<file path="src/rtl/serial_digit_adder.sv">
// Digit-serial add/subtract: one DW-bit digit per clock, LSB digit first, through a
// registered carry. start/busy/done handshake; sum/cout/ovf hold until the next accepted start.
module serial_digit_adder #(
  parameter int DW = 4,
  parameter int ND = 4
) (
  input  logic             clk,
  input  logic             rst_n,
  input  logic             start,
  input  logic             mode,
  input  logic             cin,
  input  logic [DW*ND-1:0] a_in,
  input  logic [DW*ND-1:0] b_in,
  output logic             busy,
  output logic             done,
  output logic [DW*ND-1:0] sum,
  output logic             cout,
  output logic             ovf,
  output logic [1:0]       state_dbg
);

  localparam int TW = DW * ND;
  localparam int CW = (ND > 1) ? $clog2(ND) : 1;

  localparam logic [1:0] IDLE = 2'd0;
  localparam logic [1:0] RUN  = 2'd1;
  localparam logic [1:0] DONE = 2'd2;

  // Handshake: start is only a request and is sampled in IDLE alone; there is no
  // ready/queue, so a start seen in RUN or DONE is dropped. done is a one-cycle strobe.
  logic [1:0]    state;
  logic [TW-1:0] a_q;
  logic [TW-1:0] b_q;
  logic          mode_q;
  logic          carry_q;
  logic [CW-1:0] cnt;

  logic [DW-1:0] a_dig;
  logic [DW-1:0] b_dig;
  logic [DW:0]   dig_r;
  logic          last_dig;

  always_comb begin
    a_dig    = a_q[int'(cnt) * DW +: DW];
    b_dig    = b_q[int'(cnt) * DW +: DW];
    dig_r    = {1'b0, a_dig} + {1'b0, b_dig} + {{DW{1'b0}}, carry_q};
    last_dig = (cnt == CW'(ND - 1));
  end

  assign state_dbg = state;

  always_ff @(posedge clk or negedge rst_n) begin
    if (!rst_n) begin
      state   <= IDLE;
      a_q     <= '0;
      b_q     <= '0;
      mode_q  <= 1'b0;
      carry_q <= 1'b0;
      cnt     <= '0;
      busy    <= 1'b0;
      done    <= 1'b0;
      sum     <= '0;
      cout    <= 1'b0;
      ovf     <= 1'b0;
    end else begin
      case (state)
        IDLE: begin
          done <= 1'b0;
          if (start) begin
            // Subtract is a + ~b + ~borrow, so the borrow-in enters inverted as carry.
            a_q     <= a_in;
            b_q     <= mode ? ~b_in : b_in;
            mode_q  <= mode;
            carry_q <= mode ? ~cin : cin;
            cnt     <= '0;
            sum     <= '0;
            busy    <= 1'b1;
            state   <= RUN;
          end
        end
        RUN: begin
          sum[int'(cnt) * DW +: DW] <= dig_r[DW-1:0];
          carry_q <= dig_r[DW];
          if (last_dig) begin
            cnt   <= '0;
            cout  <= mode_q ? ~dig_r[DW] : dig_r[DW];
            ovf   <= (a_q[TW-1] == b_q[TW-1]) && (dig_r[DW-1] != a_q[TW-1]);
            busy  <= 1'b0;
            done  <= 1'b1;
            state <= DONE;
          end else begin
            cnt <= cnt + CW'(1);
          end
        end
        DONE: begin
          done  <= 1'b0;
          state <= IDLE;
        end
        default: begin
          busy  <= 1'b0;
          done  <= 1'b0;
          state <= IDLE;
        end
      endcase
    end
  end

endmodule
</file>
<file path="config.mk">
export PLATFORM = sky130hd
export DESIGN_NAME = serial_digit_adder
export DESIGN_NICKNAME = d
export VERILOG_FILES = /design/src/rtl/serial_digit_adder.sv
export SDC_FILE = /design/constraint.sdc
export NUM_CORES = 1
export LEC_CHECK = 0
export ABC_AREA = 1
export BUFFER_PORTS_ARGS = -buffer_cell sky130_fd_sc_hd__clkbuf_2
export CAP_MARGIN = 20
export CORE_MARGIN = 1.5
export CORE_UTILIZATION = 35
export CTS_CLUSTER_DIAMETER = 120
export DETAILED_ROUTE_END_ITERATION = 12
export SLEW_MARGIN = 20
export SYNTH_ARGS = -nofsm -noshare
export SYNTH_HDL_FRONTEND = slang
export SYNTH_SLANG_ARGS = --single-unit
</file>
<file path="constraint.sdc">
create_clock -name clk -period 3.2 [get_ports clk]
set_clock_uncertainty 0.05 [all_clocks]
set_input_delay 0.48 -clock clk [delete_from_list [all_inputs] [get_ports clk]]
set_output_delay 0.48 -clock clk [all_outputs]
set_load 0.01 [all_outputs]
</file>
==> flow_summary.ini, run 1 <==
[outcome]
status = completed

[finish]
synthToLayoutAreaGrowth_pct = 19.66
diodes = 0
layout_common_cells = nand2_1 (110), dfrtp_1 (58), clkbuf_2 (58)
final_common_cell = nand2_1
layout-drive-gt1-share_pct = 21.25
fin_nets = 441
design_area_sq_mm = 0.003396

[critical_path]
arrival_ns = 3.02
reg2reg_slack_ns = 0.35
reg2regPathDepth = 12
cp-start-kind = flip-flop
reg2reg_from = cnt[1]
r2r-end = cout
worstSetupPathType = reg2reg
required_ns = 3.38
critPathMaxFanout = 11
end_kind = flip-flop

[global_routing]
grt_pass1_vias = 2291
grt_max_degree = 59
grt_first_pass_wirelength_mm = 10.67
grt_usage_pct = 16.01
grt_overflow = 0
antenna_found_initial = 0

[clock_network]
clk_pin_slew_ns = 0.07
cts-buffers-inserted = 9
cts.path.max_buffers = 2
post_cts.repair.setup_buffers = 0
ctsResizeCount = 0
cts_tree = yes
cts_root_buffer = clkbuf_8
clk_latency_ns = 0.34
hold_buffers = 0
h-tree-depth = 3
cts_num_sinks = 58

[sta]
max-slew-margin-rel_pct = 52.47
hold_viol_final = 0
fin_tns_setup_ns = 0
period_share_pct = 88.93
finalCriticalPeriod_ns = 2.846
rsz0062_at_grt = false
timing.hold.ws_ns = 0.2292
max_freq_mhz = 351.4
setup_viol = 0
setup_slack_ns = 0.3542
worst_pin_slew_ns = 0.7130
slew_viol_final = 0

[routing]
wl_met2_mm = 2.758
route.met3.wl_um = 318
wl_per_cell_um = 12.47
highest_layer = met4
postRouteAntennaNets = 0
vias = 2321
drt_iter0_markers = 112
finalWirelength_mm = 6.262
via_per_inst = 4.624
first_pass_iters = 4
met1_length_mm = 3.109
drc_errors = 0

[placement]
routabilityCongestion = 0.8829
post-place-ws_ns = 0.3942
placed_cell_area_sq_mm = 0.003211
portBuffers = 58
hpwlAfterDp_mm = 4.572

[logic_synthesis]
synthesis.instances = 335
synth_seq_cells = 58
syn_avg_cell_area_sq_um = 8.471
synth_top_area_cell = dfrtp_1
synth.distinct_cells = 24
ys_top_cells_by_area = dfrtp_1 (51%), nand2_1 (15%), o21ai_0 (6.7%)
yosysSeqAreaShare_pct = 51.15
yosysWarnings = 0
synthesis.area_sq_mm = 0.002838
synth_nets = 381
yosys.area.top_type_share_pct = 51.15

[die]
die-area_sq_mm = 0.008657
core_sq_mm = 0.007807
die_w_um = 93.05
io_pins = 59
start_util_pct = 36.35
die_h_um = 93.05
row_count = 32

[run]
drv_cap = 0

[power]
power_uw = 3784
leakagePower_uw = 0.001755
powerDensity_mw_per_mm2 = 1114
ir_worst_vdd_v = 0.0004501

[min_path]
hp-class = in2async
-- area by class of cell --
cell class | count | area [sq um]
inverters | 23 | 86.33
flip-flops and latches | 58 | 1451
clock buffers | 10 | 127.6
fillers | 794 | 4412
clock inverters | 6 | 57.56
well taps | 102 | 127.6
multi-input cells | 241 | 1225
repair buffers | 62 | 320.3
-- state kept, by name, indices dropped and copies added, names as in the netlist --
signal	flops
a_q	16
cnt	2
carry_q	1
done	1
state_dbg	2
b_q	16
busy	1
sum	16
mode_q	1
cout	1
ovf	1
-- Yosys cell counts --
library cell,n
buf_4,4
inv_2,4
clkinv_1,1
a21oi_1,1
ha_1,7
nor2_1,24
nor2_4,1
buf_2,3
xnor2_1,18
dfrtp_1,58
o31ai_1,3
nand2_1,110
o21ai_1,10
fa_1,2
nand2_2,2
o21ai_0,38
inv_1,18
nand4_1,4
buf_6,1
clkbuf_1,5
o211ai_1,1
o22ai_1,9
nand3_1,10
or2_2,1
-- worst max-delay path, cell delays in order, from the launching register on --
cell	delay, ns
dfrtp_1	0.52
clkinv_1	0.34
o21ai_0	0.17
o22ai_1	0.13
fa_1	0.45
fa_1	0.41
nand2_1	0.08
nand2_1	0.04
nand2_1	0.05
nand2_1	0.07
or2_2	0.27
nand3_1	0.07
nand2_1	0.06
-- layer usage --
layer,vias up,GRT usage [%]
met5,-,0
met4,0,5.556
met3,9,4.878
met2,55,23.48
met1,1050,22.38
li1,1207,-
-- metrics by stage --
step           utilization, %  cells
2_1_floorplan               -    335
3_3_place_gp            41.12    486
3_5_place_dp            41.12    486
4_1_cts                 43.49    502
5_1_grt                 43.49    502
6_report                43.49    502
-- kinds of logic after synthesis --
kind of cell | share of synthesized area [%]
simple gates | 21.43
compound gates | 11.68
flops | 51.15
buf+inv | 5.687
xor+xnor | 5.556
fa+ha+maj | 4.497
-- where the power goes --
| part | switching [uW] | internal (uW) |
|---|---|---|
| sequential | 226 | 1050 |
| combinational | 1190 | 679 |
| clock | 286 | 354 |
-- worst max path at each step --
stage / startpoint / to
6_report: cnt[1] / cout
5_1_grt: cnt[1] / cout
4_1_cts: cnt[1] / cout
3_5_place_dp: cnt[1] / cout
3_3_place_gp: cnt[1] / cout
2_1_floorplan: cnt[0] / cout
Note: power is estimated with default switching activity, not from simulation.
==> inputs of run 2 (changes only) <==
CORE_MARGIN = default   (was 1.5)
==> flow_summary.ini, run 2 (synthesized netlist as in run 1, its figures left out) <==
[min_path]
hp-class = in2async

[power]
power_frac_comb_pct = 49.7
power_uw = 3701
switching_share_pct = 44.82
clockPowerShare_pct = 15.3
powerDensity_mw_per_mm2 = 1096
leakagePower_uw = 0.001745
power_switching_uw = 1659
ir_worst_vdd_v = 0.0005274
internal-power_uw = 2042
power_frac_seq_pct = 35.0

[routing]
vias = 2322
via_per_inst = 4.644
postRouteAntennaNets = 0
first_pass_iters = 4
finalWirelength_mm = 6.346
wl_per_cell_um = 12.69
drt_iter0_markers = 81
drc_errors = 0

[critical_path]
reg2reg_from = cnt[0]
critPathMaxFanout = 15
arrival_ns = 3.06
required_ns = 3.37
reg2reg_slack_ns = 0.31
cp-start-kind = flip-flop
reg2regPathDepth = 12
worstSetupPathType = reg2reg
r2r-end = cout
end_kind = flip-flop

[placement]
placed_cell_area_sq_mm = 0.003218
dp.cells = 487
routabilityCongestion = 0.8628
portBuffers = 58
hpwlAfterDp_mm = 4.739

[finish]
design_area_sq_mm = 0.003377
n_fill_cell = 818
fin_nets = 442
finalNonFillerCells = 500
final_util_pct = 43.48
layout-drive-gt1-share_pct = 20.60
synthToLayoutAreaGrowth_pct = 19.00
largest_registers = a_q x16, b_q x16, sum x16
layout_common_cells = nand2_1 (110), dfrtp_1 (58), clkbuf_2 (57)
diodes = 0
final_common_cell = nand2_1

[clock_network]
cts.path.max_buffers = 2
h-tree-depth = 3
clk_latency_ns = 0.33
clk_pin_slew_ns = 0.06
cts_num_sinks = 58
post_cts.repair.setup_buffers = 0
ctsResizeCount = 0
cts_tree = yes
cts-buffers-inserted = 9
cts_root_buffer = clkbuf_8
hold_buffers = 0

[die]
row_count = 32
io_pins = 59
core_sq_mm = 0.007767
die-area_sq_mm = 0.008472
die_h_um = 92.05
start_util_pct = 36.53
die_w_um = 92.05

[sta]
fin_tns_setup_ns = 0
rsz0062_at_grt = false
setup_viol = 0
slew_viol_final = 0
max_freq_mhz = 346.5
hold_viol_final = 0
max-slew-margin-rel_pct = 39.96
finalCriticalPeriod_ns = 2.886
period_share_pct = 90.19
worst_pin_slew_ns = 0.9006

[global_routing]
grt_overflow = 0
grt_usage_pct = 16.54
grt_first_pass_wirelength_mm = 10.83
antenna_found_initial = 0
grt_pass1_vias = 2270
grt_max_degree = 46

[run]
drv_cap = 0

[outcome]
status = completed
run 2: cell type report:
type / instances / area, sq um / area share, %
flip-flops and latches: 58 / 1451 / 42.98
multi-input cells: 241 / 1225 / 36.27
repair buffers: 63 / 327.8 / 9.707
clock buffers: 13 / 158.9 / 4.705
well taps: 102 / 127.6 / 3.779
inverters: 23 / 86.33 / 2.557
run 2: metal layers:
metal	track usage (%)	wire length, um	vias to the layer above
met5	0	0	-
met4	8.333	148	0
met3	3.483	291	13
met2	24.88	2713	60
met1	22.50	3192	1047
li1	-	-	1202
run 2: how the worst max path moves through the flow:
stage	from	end	slack [ns]
finish	cnt[0]	cout	0.31
global route	cnt[0]	cout	0.06
CTS	cnt[0]	cout	0.33
detailed placement	cnt[0]	cout	0.35
global placement	cnt[0]	cout	0.41
floorplan	cnt[0]	cout	0.75
run 2: worst max-delay path, stage by stage (launching register included):
cell	delay, ns
dfrtp_1	0.61
inv_1	0.29
o21ai_0	0.23
o22ai_1	0.11
fa_1	0.44
fa_1	0.41
nand2_1	0.08
nand2_1	0.04
nand2_1	0.05
nand2_1	0.07
or2_2	0.27
nand3_1	0.06
nand2_1	0.05
run 2: metrics by stage:
stage | hold WS [ns] | worst slack, ns
6_report | 0.2236 | 0.3140
4_1_cts | 0.2863 | 0.3291
3_5_place_dp | 0.4164 | 0.3475
5_1_grt | 0.2962 | 0.06322
2_1_floorplan | 0.1344 | 0.7533
3_3_place_gp | 0.4184 | 0.4090
run 2: power groups by stage:
stage	Clock, uW	Sequential (uW)	Combinational, uW
4_1_cts	581	1300	1870
5_1_grt	617	1340	2150
3_3_place_gp	0	1310	1820
3_5_place_dp	0	1300	1860
2_1_floorplan	0	1260	1340
6_report	566	1300	1840
==> inputs of run 3 (changes only) <==
CORE_ASPECT_RATIO = 0.75   (was default)
==> flow_summary.ini, run 3 (synthesized netlist as in run 1, its figures left out) <==
[global_routing]
grt_max_degree = 34
antenna_found_initial = 0
grt_usage_pct = 17.62
grt_overflow = 0
grt_pass1_vias = 2313
grt_first_pass_wirelength_mm = 11.23

[min_path]
hold_depth = 3
hp-class = in2reg
worstHoldStart = a_in[0]
min_to = a_q[0]

[placement]
portBuffers = 58
dp.cells = 491
hpwlAfterDp_mm = 4.706
routabilityCongestion = 0.7793

[critical_path]
r2r-end = cout
cp-start-kind = flip-flop
end_kind = flip-flop
arrival_ns = 2.86
reg2reg_from = cnt[0]
reg2reg_slack_ns = 0.52
critical_path.cell_chain = inv_1 -> o21ai_0 -> o22ai_1 -> fa_1 -> fa_1 -> nand2_1 -> nand2_1 -> nand2_1 -> nand2_1 -> or2_2 -> nand3_1 -> nand2_1
worstSetupPathType = reg2reg
critPathMaxFanout = 12
required_ns = 3.39
reg2regPathDepth = 12
max_stage_delay_ns = 0.53
cpMostUsedCell = nand2_1
cpMaxStageDelayCell = dfrtp_1

[sta]
fin_tns_setup_ns = 0
max-slew-margin-rel_pct = 62.15
worst_pin_slew_ns = 0.5677
rsz0062_at_grt = false
setup_viol = 0
finalCriticalPeriod_ns = 2.675
hold_viol_final = 0
max_freq_mhz = 373.8
timing.hold.ws_ns = 0.2752
slew_viol_final = 0
period_share_pct = 83.60

[finish]
layout-drive-gt1-share_pct = 21.34
finalNonFillerCells = 508
n_fill_cell = 798
final_common_cell = nand2_1
fin_nets = 444
register_area_sq_mm = 0.001451
layout_common_cells = nand2_1 (110), dfrtp_1 (58), clkbuf_2 (58)
largest_registers = a_q x16, b_q x16, sum x16
synthToLayoutAreaGrowth_pct = 20.72
diodes = 0
multi_input_area_sq_mm = 0.001225

[power]
ir_worst_vdd_v = 0.0003739
powerDensity_mw_per_mm2 = 1117
power_frac_comb_pct = 49.9
power_switching_uw = 1728
clockPowerShare_pct = 16.9
switching_share_pct = 45.18
internal-power_uw = 2097
power_frac_seq_pct = 33.2
leakagePower_uw = 0.001762

[routing]
via_per_inst = 4.602
vias = 2338
wl_per_cell_um = 12.77
first_pass_iters = 5
finalWirelength_mm = 6.485
drc_errors = 0
drt_iter0_markers = 129
postRouteAntennaNets = 0

[outcome]
status = completed

[clock_network]
ctsResizeCount = 0
clk_pin_slew_ns = 0.07
cts_num_sinks = 58
cts.path.max_buffers = 2
h-tree-depth = 3
cts-buffers-inserted = 9
cts_tree = yes
cts_root_buffer = clkbuf_8
clk_latency_ns = 0.34

[die]
start_util_pct = 36.00
die_h_um = 79.98
core_sq_mm = 0.007883
die_w_um = 106.0
row_count = 28
io_pins = 59
die-area_sq_mm = 0.008475

[run]
drv_cap = 0
[run 3: cell types whose count changed in the layout (fill, tap and decap cells not counted), sizes merged]
cell	delta
clkinv	+2
dlygate4sd3	+1
clkinvlp	+2
clkbuf	-1
bufinv	+1
[run 3: metal layers]
metal / track usage (%) / routed length, um / vias to the layer above
met5: 0 / 0 / -
met2: 26.34 / 2770 / 64
met1: 23.77 / 3194 / 1062
met4: 7.222 / 61 / 0
met3: 5.306 / 459 / 8
li1: - / - / 1204
[run 3: layout make-up]
type	count	share of cell area, %
Sequential cell	58	42.37
Multi-Input combinational cell	241	35.76
Timing Repair Buffer	65	10.08
Clock buffer	11	3.835
Tap cell	105	3.835
Inverter	23	2.520
Clock inverter	5	1.607
[run 3: critical path, delay by kind of cell (launching register included)]
kind / cells / cell delay [ns]
compound gates: 2 / 0.30
fa+ha+maj: 2 / 0.86
buf+inv: 1 / 0.22
flops: 1 / 0.53
simple gates: 7 / 0.63
[run 3: per-stage QoR]
stage	power, uW	worst slack [ns]	area (sq um)	util [%]
after global placement	3148	0.5848	3229	40.97
after CTS	3856	0.5246	3426	43.46
after detailed placement	3183	0.5166	3229	40.97
final	3826	0.5249	3426	43.46
after global routing	4235	0.2450	3426	43.46
after floorplan	2604	0.7533	2838	-
[run 3: power groups by stage]
stage | registers [uW] | clock network, uW | logic [uW]
2_1_floorplan | 1260 | 0 | 1340
3_3_place_gp | 1280 | 0 | 1870
3_5_place_dp | 1280 | 0 | 1900
4_1_cts | 1270 | 671 | 1910
5_1_grt | 1310 | 703 | 2220
6_report | 1270 | 648 | 1910
[run 3: worst max-delay path by stage]
| stage | startpoint | end | slack [ns] | depth (start not counted) |
|---|---|---|---|---|
| after global routing | cnt[0] | cout | 0.24 | 12 |
| after detailed placement | cnt[0] | cout | 0.52 | 12 |
| after floorplan | cnt[0] | cout | 0.75 | 13 |
| final | cnt[0] | cout | 0.52 | 12 |
| after global placement | cnt[0] | cout | 0.58 | 12 |
| after CTS | cnt[0] | cout | 0.52 | 12 |
[run 3: repair_timing]
item                       4_1_cts  5_1_grt
hold buffers                     1        0
hold endpoints to repair         1        0
setup endpoints to repair        0        0
setup buffers                    0        0
